File: src/rtl/cpu_pkg.sv
// Shared definitions for the 16-bit CPU: instruction width, opcode encodings,
// and the fetch-stage state type.
package cpu_pkg;

  localparam int INSTR_W = 16;

  localparam logic [2:0] OP_MOV  = 3'b110;
  localparam logic [2:0] OP_ALU  = 3'b101;
  localparam logic [2:0] OP_LDR  = 3'b011;
  localparam logic [2:0] OP_STR  = 3'b100;
  localparam logic [2:0] OP_BR   = 3'b001;
  localparam logic [2:0] OP_BL   = 3'b010;
  localparam logic [2:0] OP_HALT = 3'b111;

  typedef enum logic {
    FETCH_RUN  = 1'b0,
    FETCH_HALT = 1'b1
  } fetch_state_t;

  // True when the top three instruction bits carry the HALT opcode.
  function automatic logic is_halt(input logic [INSTR_W-1:0] instr);
    return instr[15:13] == OP_HALT;
  endfunction

endpackage

File: src/rtl/fetch_hold_buf.sv
// One-entry skid register for the fetch stage. It catches the memory word
// that returns while the pipeline is frozen so the word is not lost.
// Priority: clear > load > drain.
module fetch_hold_buf
  import cpu_pkg::*;
#(
  parameter int PC_W = 8
) (
  input  logic               clk,
  input  logic               rst_n,
  input  logic               load,
  input  logic               drain,
  input  logic               clear,
  input  logic [INSTR_W-1:0] in_instr,
  input  logic [PC_W-1:0]    in_pc,
  output logic [INSTR_W-1:0] instr,
  output logic [PC_W-1:0]    pc,
  output logic               full
);

  logic [INSTR_W-1:0] instr_q, instr_d;
  logic [PC_W-1:0]    pc_q, pc_d;
  logic               full_q, full_d;

  // Next-state for the skid entry; a squash wins over a capture.
  always_comb begin
    instr_d = instr_q;
    pc_d    = pc_q;
    full_d  = full_q;
    if (clear) begin
      full_d = 1'b0;
    end else if (load) begin
      instr_d = in_instr;
      pc_d    = in_pc;
      full_d  = 1'b1;
    end else if (drain) begin
      full_d = 1'b0;
    end
  end

  // Skid entry registers, emptied by reset.
  always_ff @(posedge clk or negedge rst_n) begin
    if (!rst_n) begin
      instr_q <= '0;
      pc_q    <= '0;
      full_q  <= 1'b0;
    end else begin
      instr_q <= instr_d;
      pc_q    <= pc_d;
      full_q  <= full_d;
    end
  end

  assign instr = instr_q;
  assign pc    = pc_q;
  assign full  = full_q;

endmodule

File: src/rtl/fetch_unit.sv
// Instruction fetch stage of the 16-bit CPU. Owns the PC, reads the
// synchronous instruction memory (data one cycle after the strobe) and
// drives the IF/ID register. A one-entry hold buffer keeps the word that
// returns during a stall so nothing is lost or fetched twice. Fetch stops
// for good on a HALT instruction until reset.
// Optional build macro FETCH_PERF_EN adds saturating performance counters.
module fetch_unit
  import cpu_pkg::*;
#(
  parameter int PC_W     = 8,
  parameter int RESET_PC = 0
) (
  input  logic               clk,
  input  logic               rst_n,
  input  logic               stall,
  input  logic               pc_load,
  input  logic               flush,
  input  logic               redirect,
  input  logic [PC_W-1:0]    redirect_pc,
  output logic               imem_rd,
  output logic [PC_W-1:0]    imem_addr,
  input  logic [INSTR_W-1:0] imem_rdata,
  output logic [INSTR_W-1:0] if_id_instr,
  output logic [PC_W-1:0]    if_id_pc,
  output logic               if_id_valid,
  output logic               halted
`ifdef FETCH_PERF_EN
  ,
  output logic [15:0]        perf_fetched,
  output logic [15:0]        perf_stall
`endif
);

  fetch_state_t       state_q, state_d;
  logic [PC_W-1:0]    pc_q, pc_d;
  logic               pend_q, pend_d;
  logic [PC_W-1:0]    pend_pc_q, pend_pc_d;
  logic [INSTR_W-1:0] if_id_instr_q, if_id_instr_d;
  logic [PC_W-1:0]    if_id_pc_q, if_id_pc_d;
  logic               if_id_valid_q, if_id_valid_d;

  logic               freeze;
  logic               squash;
  logic               issue;
  logic               running;

  logic               hold_load, hold_drain, hold_clear;
  logic [INSTR_W-1:0] hold_instr;
  logic [PC_W-1:0]    hold_pc;
  logic               hold_full;

  logic               load_ifid;
  logic [INSTR_W-1:0] load_instr;
  logic [PC_W-1:0]    load_pc;

  assign running = (state_q == FETCH_RUN);
  assign freeze  = stall | ~pc_load;
  assign squash  = flush | redirect;
  assign issue   = running & ~freeze & ~squash;

  assign imem_rd   = issue;
  assign imem_addr = pc_q;

  fetch_hold_buf #(
    .PC_W (PC_W)
  ) u_hold (
    .clk      (clk),
    .rst_n    (rst_n),
    .load     (hold_load),
    .drain    (hold_drain),
    .clear    (hold_clear),
    .in_instr (imem_rdata),
    .in_pc    (pend_pc_q),
    .instr    (hold_instr),
    .pc       (hold_pc),
    .full     (hold_full)
  );

  // PC sequencing: flush keeps the PC, redirect jumps, an issue steps by one
  // (wrapping naturally at 2^PC_W). Once halted the PC is left alone.
  always_comb begin
    pc_d      = pc_q;
    pend_d    = issue;
    pend_pc_d = pend_pc_q;
    if (running) begin
      if (flush) begin
        pc_d = pc_q;
      end else if (redirect) begin
        pc_d = redirect_pc;
      end else if (issue) begin
        pc_d      = pc_q + PC_W'(1);
        pend_pc_d = pc_q;
      end
    end
  end

  // IF/ID source selection and state transition. A squash kills the live
  // instruction and the skid entry; a frozen cycle parks any returning word
  // in the skid entry; the first thawed cycle prefers the skid entry over a
  // fresh return. Loading a HALT moves to the halted state, and in HALT the
  // IF/ID register keeps the HALT instruction while returns are dropped.
  always_comb begin
    state_d       = state_q;
    if_id_instr_d = if_id_instr_q;
    if_id_pc_d    = if_id_pc_q;
    if_id_valid_d = if_id_valid_q;
    hold_load     = 1'b0;
    hold_drain    = 1'b0;
    hold_clear    = ~running;
    load_ifid     = 1'b0;
    load_instr    = imem_rdata;
    load_pc       = pend_pc_q;

    if (running) begin
      if (squash) begin
        if_id_valid_d = 1'b0;
        hold_clear    = 1'b1;
      end else if (freeze) begin
        hold_load = pend_q;
      end else if (hold_full) begin
        load_ifid  = 1'b1;
        load_instr = hold_instr;
        load_pc    = hold_pc;
        hold_drain = 1'b1;
      end else if (pend_q) begin
        load_ifid = 1'b1;
      end
    end

    if (load_ifid) begin
      if_id_instr_d = load_instr;
      if_id_pc_d    = load_pc;
      if_id_valid_d = 1'b1;
      if (is_halt(load_instr)) begin
        state_d = FETCH_HALT;
      end
    end
  end

  // Fetch-stage registers; reset aborts any outstanding read immediately.
  always_ff @(posedge clk or negedge rst_n) begin
    if (!rst_n) begin
      state_q       <= FETCH_RUN;
      pc_q          <= PC_W'(RESET_PC);
      pend_q        <= 1'b0;
      pend_pc_q     <= '0;
      if_id_instr_q <= '0;
      if_id_pc_q    <= '0;
      if_id_valid_q <= 1'b0;
    end else begin
      state_q       <= state_d;
      pc_q          <= pc_d;
      pend_q        <= pend_d;
      pend_pc_q     <= pend_pc_d;
      if_id_instr_q <= if_id_instr_d;
      if_id_pc_q    <= if_id_pc_d;
      if_id_valid_q <= if_id_valid_d;
    end
  end

  assign if_id_instr = if_id_instr_q;
  assign if_id_pc    = if_id_pc_q;
  assign if_id_valid = if_id_valid_q;
  assign halted      = (state_q == FETCH_HALT);

`ifdef FETCH_PERF_EN
  logic [15:0] perf_fetched_q, perf_fetched_d;
  logic [15:0] perf_stall_q, perf_stall_d;

  // Saturating counters of IF/ID loads and frozen cycles, idle once halted.
  always_comb begin
    perf_fetched_d = perf_fetched_q;
    perf_stall_d   = perf_stall_q;
    if (running) begin
      if (load_ifid && (perf_fetched_q != 16'hFFFF)) begin
        perf_fetched_d = perf_fetched_q + 16'd1;
      end
      if (freeze && (perf_stall_q != 16'hFFFF)) begin
        perf_stall_d = perf_stall_q + 16'd1;
      end
    end
  end

  // Counter registers, cleared by reset.
  always_ff @(posedge clk or negedge rst_n) begin
    if (!rst_n) begin
      perf_fetched_q <= '0;
      perf_stall_q   <= '0;
    end else begin
      perf_fetched_q <= perf_fetched_d;
      perf_stall_q   <= perf_stall_d;
    end
  end

  assign perf_fetched = perf_fetched_q;
  assign perf_stall   = perf_stall_q;
`endif

endmodule
File: config.mk
export PLATFORM = sky130hd
export DESIGN_NAME = fetch_unit
export DESIGN_NICKNAME = d
export VERILOG_FILES = /design/src/rtl/cpu_pkg.sv /design/src/rtl/fetch_hold_buf.sv /design/src/rtl/fetch_unit.sv
export SDC_FILE = /design/constraint.sdc
export NUM_CORES = 1
export LEC_CHECK = 0
export CAP_MARGIN = 20
export CORE_AREA = 2 2 83 85
export DETAILED_ROUTE_END_ITERATION = 6
export DIE_AREA = 0 0 85 87
export PLACE_DENSITY_LB_ADDON = 0.12
export SLEW_MARGIN = 10
export SYNTH_ARGS = -nofsm -noshare
export SYNTH_HDL_FRONTEND = slang
export SYNTH_HIERARCHICAL = 1
export SYNTH_SLANG_ARGS = --single-unit
File: constraint.sdc
create_clock -name clk -period 2.3 [get_ports clk]
set_clock_uncertainty 0.05 [all_clocks]
set_input_delay 0.345 -clock clk [delete_from_list [all_inputs] [get_ports clk]]
set_output_delay 0.345 -clock clk [all_outputs]
set_load 0.01 [all_outputs]
# After elaboration in Yosys (flattened, before gate mapping)
# Cells that the tools add are included.
# op_classes
add_sub_neg	1
n_mux	30
n_reduce_logical	8
multipliers	0
div	0
n_lt_le_gt_ge	0
bitwise	11
shifts	0
eq_ne	2
# op_table
operator	n
$mux 16	4
$mux 8	6
$mux 1	20
$add 8x1->8 const B	1
$not 1->1	7
$reduce_and 2->1	3
$reduce_and 4->1	1
$reduce_bool 2->1	2
$eq 3x3->1 const B	1
$reduce_and 3->1	1
$reduce_bool 3->1	1
$and 1x1->1	2
$ne 2x1->1 const B	1
$or 1x1->1	2
# word_totals
latchBits	0
n_memories	0
mem_bits_rw	0
mem_bits_ro	0
output_inout_bits	35
input_bits	30
register_bits	68

# Depth between registers and ports, before layout
# Gate-level depths: netlist of the first run.
# depth
ltp_word	8
mapped_depth	7
mapped_depth_nobuf	5

# Cells and area by module
# Netlist of the first run, hierarchy kept.
# by_module_without_submodules
module	area_per_inst_um2	seq_area_each_um2	cells_each	n_inst
fetch_unit	2145.8	1076.0	225	1
fetch_hold_buf	1051.0	625.6	56	1

# Worst setup path after synthesis of the first run
# OpenSTA, ideal clock, no wires.
# synth_path
path_kind	input to register
startpoint	input port redirect
endpoint	register u_hold.instr_q[0], in the netlist u_hold/instr[0]
path_slack_ps	403
arrival_ps	1722
path_buffers	3
stages	7
path_cell_list	buf_6 -> nor3_4 -> and3_1 -> nor2b_4 -> buf_6 -> buf_12 -> mux2_4
# synth_via
elab_cells_between_ends	7
# synth_rtl
element	line	text
start: declaration	fetch_unit.sv:18	input logic redirect,
$or 1x1->1	fetch_unit.sv:58	assign squash = flush | redirect;
$mux 1	fetch_unit.sv:115	if (squash) begin
$mux 1	fetch_unit.sv:114	if (running) begin
via hold_load	fetch_unit.sv:47	logic hold_load, hold_drain, hold_clear;
$reduce_and 2->1 (no line)	--	
end signal: assignment	fetch_hold_buf.sv:48	instr_q <= instr_d;
end: declaration	fetch_hold_buf.sv:21	logic [INSTR_W-1:0] instr_q, instr_d;
# The timed path passes the listed nets, and every way through them passes these cells.
# A chain may end at the register's enable or synchronous reset.

# Final worst setup path of the first run
# layout_path
startpoint	input port flush
endpoint	output port imem_rd
# layout_via
elab_chain_len	3
# layout_rtl
element	line	text
start: declaration	fetch_unit.sv:17	input logic flush,
$or 1x1->1	fetch_unit.sv:58	
$not 1->1	fetch_unit.sv:59	assign issue = running & ~freeze & ~squash;
$and 1x1->1	fetch_unit.sv:59	
end: declaration	fetch_unit.sv:20	output logic imem_rd,
# No other way between the ends.

==> impl_metrics.csv, run 1 <==
group,metric,value,unit
critical_path,critPathMaxFanout,3,
sta,rsz0062_at_grt,"false",
floorplanning,core,6570,um^2
logic_synthesis,syn_area,3200,um^2
sta,maxSlewViolCount,0,
global_route,grt_use_total,20.3,%
finish,insertedDiodeCount,0,
global_route,overflow,0,
floorplanning,die_w,85,um
critical_path,crit_type,"input port to output pin",
logic_synthesis,yosysTopAreaCell,"dfrtp_1",
logic_synthesis,synth_cell_types,40,
route,vias,2433,
route,drt_iter0_drc,155,
logic_synthesis,synthCells,281,
cts,clock_path_buffers,2,
logic_synthesis,synth_edf_count,0,
sta,tightest_slew,440,ps
place,place_ws,61.8,ps
global_route,grt_max_degree,41,
power_and_ir_drop,ir_drop,361,uV
finish,layout-drive-gt1-share,17.1,%
finish,fillers,560,
route,postRouteAntennaNets,0,
sta,final-hold-violation-count,0,
cts,cts_setup_buffers,0,
global_route,antenna_found_initial,0,
logic_synthesis,syn_area_per_cell,11.4,um^2
logic_synthesis,synth_flop_cell,"dfrtp_1",
finish,layout_common_cells,"dfrtp_1, clkdlybuf4s50_1, o22ai_1, nand2_1, a21oi_1",
global_route,grt_pass1_wl,11.9,mm
place,dp_hpwl,4.50,mm
floorplanning,die_area,7400,um^2
run_status,run_status,"completed",
finish,layout_commonest_cell,"dfrtp_1",
cts,tritoncts,"done",
logic_synthesis,synthArstFlopShare,100,%
critical_path,cp-end-kind,"output pin",
cts,cts_root_buffer,"clkbuf_8",
logic_synthesis,yosysSeqAreaShare,53.2,%
sta,slew_headroom,70.5,%
route,via_per_inst,5.65,
logic_synthesis,synth_area_leaders,"dfrtp_1, mux2_4, o22ai_1",
place,numPortBuffers,64,
cts,numCtsBuffers,9,
logic_synthesis,synth_top_area_share,53.2,%
sta,fin_hold_ws,331,ps
logic_synthesis,synth.yosys.warnings,6,
power_and_ir_drop,power_density,645,nW/um^2
sta,period_share,92.1,%
floorplanning,die_y,87,um
finish,fin_util,61.7,%
logic_synthesis,synth_fp_nets,312,
finish,area_growth,26.8,%
critical_path,worst_setup_path_start_kind,"input port",
floorplanning,initial_core_util,48.7,%
power_and_ir_drop,leakage,1.75,nW
sta,min_period,2120,ps
place,gp_congestion,0.791,
logic_synthesis,synth_seq_cells,68,
sta,timing.fmax,0.472,GHz
route,routedWlPerCell,16.3,um
flow_run,cap_violations,0,
cts,clk_pin_slew,70,ps
sta,finalSetupViolCount,0,
cts,insertion_delay,340,ps
cts,cts.htree.levels,3,
floorplanning,num_io_pins,65,
finish,nets,379,
critical_path,arrival,1720,ps
cts,cts.sinks,68,
floorplanning,rows,30,
sta,setup_slack,181,ps
global_route,first_global_vias,2443,
worst_hold_path,hold_class,"input port to asynchronous set/reset pin",
sta,setup_tns,0,ps
route,wl,7.04,mm
critical_path,cp.required,1900,ps
route,drc_errors,0,
route,firstDrtPassIters,4,
synth_stat cells, drive strengths merged (5+ instances only):
library cell,number
nor2,6
dfrtp,68
o21ai,11
buf,13
nand3,5
clkbuf,7
mux2,24
inv,6
a21oi,31
nand2,32
o22ai,50
worst max-delay path: stages:
cell	delay [ps]
clkdlybuf4s50_1	480
nor3_4	260
nand2_4	70
clkinv_2	50
clkdlybuf4s50_1	520
final timing paths:
path	start	endpoint	slack [ps]	cells past startpoint
max	flush	imem_rd	180	5
min	rst_n	u_hold/instr[2]	330	2
max reg2reg	halted	u_hold/instr[11]	500	6
min reg2reg	pend_pc_q[7]	pend_pc_q[7]	450	2
max in group asynchronous	rst_n	imem_addr[1]	1330	3
min in group clk	pend_pc_q[7]	pend_pc_q[7]	450	2
report_power, final:
| group | total, mW | leakage [nW] | internal [mW] | switching [mW] |
|---|---|---|---|---|
| combinational | 0.362 | 0.739 | 0.204 | 0.158 |
| clock | 0.873 | 0.0941 | 0.464 | 0.409 |
| sequential | 1.38 | 0.919 | 1.28 | 0.0942 |
kinds of logic (layout without fill, tap and decap cells):
| kind of cell | Yosys count | after routing | share of synthesized area [%] |
|---|---|---|---|
| compound gates | 100 | 100 | 18.9 |
| flops | 68 | 68 | 53.2 |
| simple gates | 57 | 57 | 9.47 |
| buf+inv | 28 | 98 | 6.30 |
| mux | 27 | 27 | 11.7 |
| fa+ha+maj | 1 | 1 | 0.391 |
metrics by stage:
stage / cells / power (mW) / instance area [um^2]
floorplan: 281 / 1.57 / 3200
global placement: 416 / 1.75 / 3870
detailed placement: 416 / 1.76 / 3870
CTS: 431 / 2.64 / 4060
global route: 431 / 2.74 / 4060
finish: 431 / 2.61 / 4060
what timing repair did:
item	4_1_cts	5_1_grt
gates resized for setup	0	0
hold buffers	1	0
hold endpoints to repair	6	0
registers in the layout, indices dropped and copies added (netlist names):
signal / count
u_hold/instr: 16
if_id_pc: 8
u_hold/pc: 8
halted: 1
pend_q: 1
pend_pc_q: 8
if_id_valid: 1
u_hold/full: 1
imem_addr: 8
if_id_instr: 16
layout make-up:
type	instances	area (um^2)	share of cell area, %
sequential	68	1700	42.0
multi-input combinational	185	1290	31.9
timing repair buffer	76	753	18.6
clock buffer	12	165	4.07
tap	80	100	2.47
inverter	8	31.3	0.771
clock inverter	2	10.0	0.247
metal layers:
layer	vias to the layer above	routed length [um]	GRT usage [%]
li1	1175	-	-
met1	1191	3440	27.8
met2	57	3220	32.0
met3	10	251	3.41
met4	0	133	8.66
met5	-	0	0
(Power assumes the default switching activity.)
==> run 2, diff against run 1 <==
Settings changed: CTS_BUF_LIST set to sky130_fd_sc_hd__clkbuf_16.
==> impl_metrics.csv, run 2 (same netlist as run 1, synthesis figures left out) <==
group,metric,value,unit
global_route,grt_max_degree,41,
cts,cts_setup_buffers,0,
sta,rsz0062_at_grt,"false",
sta,min_period,2120,ps
power_and_ir_drop,leakage,1.78,nW
critical_path,arrival,1720,ps
cts,insertion_delay,320,ps
place,placed_area,3870,um^2
floorplanning,die_area,7400,um^2
global_route,first_global_vias,2485,
critical_path,crit_path_frequent_cell,"clkdlybuf4s50_1",
floorplanning,rows,30,
cts,clock_path_buffers,2,
floorplanning,core,6570,um^2
sta,tightest_slew,445,ps
power_and_ir_drop,power_density,700,nW/um^2
finish,final_cell_area,4130,um^2
cts,cts.sinks,68,
floorplanning,initial_core_util,48.7,%
sta,final-hold-violation-count,0,
route,drc_errors,0,
cts,numCtsBuffers,9,
sta,finalSetupViolCount,0,
route,routedWlPerCell,16.4,um
finish,fin_util,62.8,%
critical_path,cp-end-kind,"output pin",
cts,cts_root_buffer,"clkbuf_16",
route,firstDrtPassIters,4,
global_route,grt_pass1_wl,12.0,mm
finish,nets,379,
run_status,run_status,"completed",
worst_hold_path,hold_class,"input port to asynchronous set/reset pin",
power_and_ir_drop,power,2.89,mW
sta,setup_tns,0,ps
place,gp_congestion,0.791,
power_and_ir_drop,ir_drop,487,uV
cts,cts.htree.levels,3,
cts,post_cts_resized,0,
critical_path,critPathMaxFanout,3,
finish,layout-drive-gt1-share,16.2,%
place,dp_hpwl,4.50,mm
place,dp.cells,416,
global_route,antenna_found_initial,0,
floorplanning,die_w,85,um
floorplanning,num_io_pins,65,
floorplanning,die_y,87,um
finish,multi_input_area,1290,um^2
finish,insertedDiodeCount,0,
global_route,grt_use_total,20.4,%
finish,area_growth,29.1,%
critical_path,crit_type,"input port to output pin",
sta,timing.fmax,0.472,GHz
critical_path,cp.required,1900,ps
route,vias,2454,
cts,clk_pin_slew,50,ps
sta,slew_headroom,70.1,%
sta,maxSlewViolCount,0,
route,drt_iter0_drc,143,
cts,tritoncts,"done",
critical_path,worst_setup_path_start_kind,"input port",
sta,period_share,92.1,%
critical_path,slowest_delay,520,ps
flow_run,cap_violations,0,
route,via_per_inst,5.69,
route,wl,7.05,mm
finish,ff_latch_area,1700,um^2
critical_path,worstPathCellList,"clkdlybuf4s50_1 -> nor3_4 -> nand2_4 -> clkinv_2 -> clkdlybuf4s50_1",
finish,stdcell_count,431,
route,postRouteAntennaNets,0,
place,numPortBuffers,64,
finish,layout_common_cells,"dfrtp_1, clkdlybuf4s50_1, o22ai_1, nand2_1, a21oi_1",
finish,fillers,553,
finish,layout_commonest_cell,"dfrtp_1",
global_route,overflow,0,
critical_path,cp_slowest_cell,"clkdlybuf4s50_1",
## run 2: cell count changes in the layout (fill, tap and decap cells not counted)
cell and change:
clkbuf_8 -12, clkbuf_16 +9, clkinv_1 +3
## run 2: repair_timing
action / in CTS / in global routing
setup endpoints to repair: 0 / 0
hold endpoints to repair: 6 / 0
hold buffers: 1 / 0
## run 2: metal layers
layer | vias up | track usage [%] | share of wire [%]
li1 | 1177 | - | -
met1 | 1205 | 28.0 | 48
met2 | 65 | 32.2 | 47
met3 | 7 | 3.70 | 3.9
met4 | 0 | 8.66 | 1.5
met5 | - | 0 | 0
## run 2: metrics by stage
stage,worst slack (ps),hold WS [ps]
4_1_cts,167,346
3_3_place_gp,98.0,153
6_report,181,352
2_1_floorplan,403,-0.591
5_1_grt,113,359
3_5_place_dp,61.8,155
## run 2: final cells by class
class / count / area share, %
sequential: 68 / 41.2
timing repair buffer: 76 / 18.3
tap: 80 / 2.43
clock buffer: 9 / 5.46
multi-input combinational: 185 / 31.4
inverter: 8 / 0.758
clock inverter: 5 / 0.515
## run 2: worst paths after layout
kind,from,end,slack [ps],cells after the start
setup / recovery,flush,imem_rd,180,5
hold / removal,rst_n,u_hold/instr[2],350,2
setup reg to reg,halted,u_hold/instr[10],500,6
hold reg to reg,pend_pc_q[3],pend_pc_q[3],460,2
max in group asynchronous,rst_n,u_hold/pc[5],1320,3
min in group clk,pend_pc_q[3],pend_pc_q[3],460,2
## run 2: worst max-delay path: cells and delay by family
| family | cells | cell delay, ps |
|---|---|---|
| buffers and inverters | 3 | 1050 |
| and+or+nand+nor | 2 | 330 |
## run 2: power breakdown
group	switching, mW	internal (mW)
Clock	0.444	0.699
Sequential	0.0948	1.29
Combinational	0.158	0.204
==> run 3, diff against run 2 <==
Clock period 2.3 ns to 2.2 ns, I/O delays scaled along.
==> impl_metrics.csv, run 3 (same netlist as run 1, synthesis figures left out) <==
group,metric,value,unit
finish,fillers,512,
critical_path,r2r_end,"u_hold/pc[7]",
route,drt_iter0_drc,168,
sta,finalSetupViolCount,0,
route,via_per_inst,5.65,
critical_path,critPathMaxFanout,2,
cts,cts.sinks,68,
finish,layout_common_cells,"dfrtp_1, clkdlybuf4s50_1, o22ai_1, nand2_1, a21oi_1",
power_and_ir_drop,ir_drop,492,uV
critical_path,reg2reg_slack,420,ps
route,wl_met2,3.34,mm
finish,final_cell_area,4220,um^2
place,numPortBuffers,64,
worst_hold_path,hp-start,"u_hold/instr[11]",
finish,fin_util,64.3,%
sta,final-hold-violation-count,0,
place,placed_area,3910,um^2
sta,period_share,95.8,%
critical_path,r2r_cells,6,
worst_hold_path,hold_depth,1,
critical_path,arrival,1730,ps
floorplanning,die_w,85,um
worst_hold_path,hold_class,"flop to flop",
sta,setup_tns,0,ps
critical_path,cp-end-kind,"output pin",
route,drt-met1-wl,3.50,mm
floorplanning,rows,30,
cts,post_cts_resized,0,
global_route,grt_max_degree,35,
critical_path,crit_path_start,"pc_load",
power_and_ir_drop,power_density,781,nW/um^2
floorplanning,num_io_pins,65,
flow_run,cap_violations,0,
route,met3_length,302,um
sta,min_period,2110,ps
cts,numCtsBuffers,9,
sta,tightest_slew,565,ps
cts,clk_pin_slew,50,ps
cts,tritoncts,"done",
global_route,antenna_found_initial,0,
floorplanning,die_y,87,um
power_and_ir_drop,leakage,1.83,nW
finish,nets,382,
cts,cts.htree.levels,3,
route,routedWlPerCell,16.7,um
global_route,overflow,0,
sta,rsz0062_at_grt,"false",
floorplanning,core,6570,um^2
finish,layout_commonest_cell,"dfrtp_1",
route,firstDrtPassIters,4,
route,drc_errors,0,
cts,ctsHoldBuffers,1,
run_status,run_status,"completed",
critical_path,worst_setup_path_start_kind,"input port",
route,routed.top_layer,"met4",
sta,timing.fmax,0.475,GHz
route,wl,7.28,mm
sta,maxSlewViolCount,0,
floorplanning,die_area,7400,um^2
global_route,grt_use_total,20.6,%
critical_path,crit_type,"input port to output pin",
critical_path,r2r_start,"halted",
place,gp_congestion,0.781,
cts,cts_setup_buffers,0,
sta,slew_headroom,62.3,%
critical_path,cp.required,1820,ps
worst_hold_path,min_to,"u_hold/instr[11]",
finish,insertedDiodeCount,0,
route,vias,2463,
cts,insertion_delay,320,ps
global_route,first_global_vias,2450,
floorplanning,initial_core_util,48.7,%
finish,area_growth,32.1,%
route,postRouteAntennaNets,0,
finish,layout-drive-gt1-share,17.4,%
place,dp_hpwl,4.62,mm
cts,cts_root_buffer,"clkbuf_16",
cts,clock_path_buffers,2,
global_route,grt_pass1_wl,12.2,mm
## run 3: changes by cell type in the layout (fill, tap and decap cells not counted), moves of 2 or more
| cell | previous run | this run |
|---|---|---|
| buf_4 | 9 | 11 |
| bufinv_16 | 0 | 2 |
| clkinv_1 | 4 | 2 |
| inv_1 | 6 | 8 |
## run 3: worst max-delay path by stage
stage          slack [ps]  cells past startpoint               to
2_1_floorplan         310                      7  u_hold/instr[0]
3_3_place_gp           40                      7     u_hold/pc[7]
3_5_place_dp           10                      7     u_hold/pc[7]
4_1_cts                80                      5          imem_rd
5_1_grt                30                      5          imem_rd
6_report               90                      5          imem_rd
## run 3: critical path, cell delays in order
cell             delay [ps]
clkdlybuf4s50_1         470
nor2b_1                 270
nand2_4                  80
clkinv_2                 50
clkdlybuf4s50_1         530
## run 3: layout make-up
| class | count | area, um^2 | share of cell area, % |
|---|---|---|---|
| inverter | 8 | 31.3 | 0.741 |
| tap | 80 | 100 | 2.37 |
| timing repair buffer | 79 | 788 | 18.7 |
| sequential | 68 | 1700 | 40.3 |
| clock buffer | 9 | 225 | 5.33 |
| multi-input combinational | 185 | 1290 | 30.6 |
| clock inverter | 7 | 83.8 | 1.98 |
## run 3: per-layer routing
layer / GRT usage (%) / vias to the layer above
met1: 28.6 / 1200
li1: - / 1185
met4: 9.24 / 0
met2: 31.8 / 65
met5: 0 / -
met3: 3.79 / 13
## run 3: per-stage QoR
stage | total power, mW | worst slack (ps) | std cells | hold slack [ps]
after global routing | 3.44 | 28.6 | 436 | 474
after floorplan | 1.64 | 307 | 281 | -15.6
after detailed placement | 1.85 | 12.4 | 419 | 304
final | 3.30 | 92.5 | 436 | 457
after global placement | 1.84 | 35.2 | 419 | 307
after CTS | 3.33 | 76.0 | 436 | 460
## run 3: power by group
group,total (mW),switching [mW],internal (mW)
registers,1.45,0.101,1.34
clock network,1.47,0.493,0.976
logic,0.385,0.168,0.217
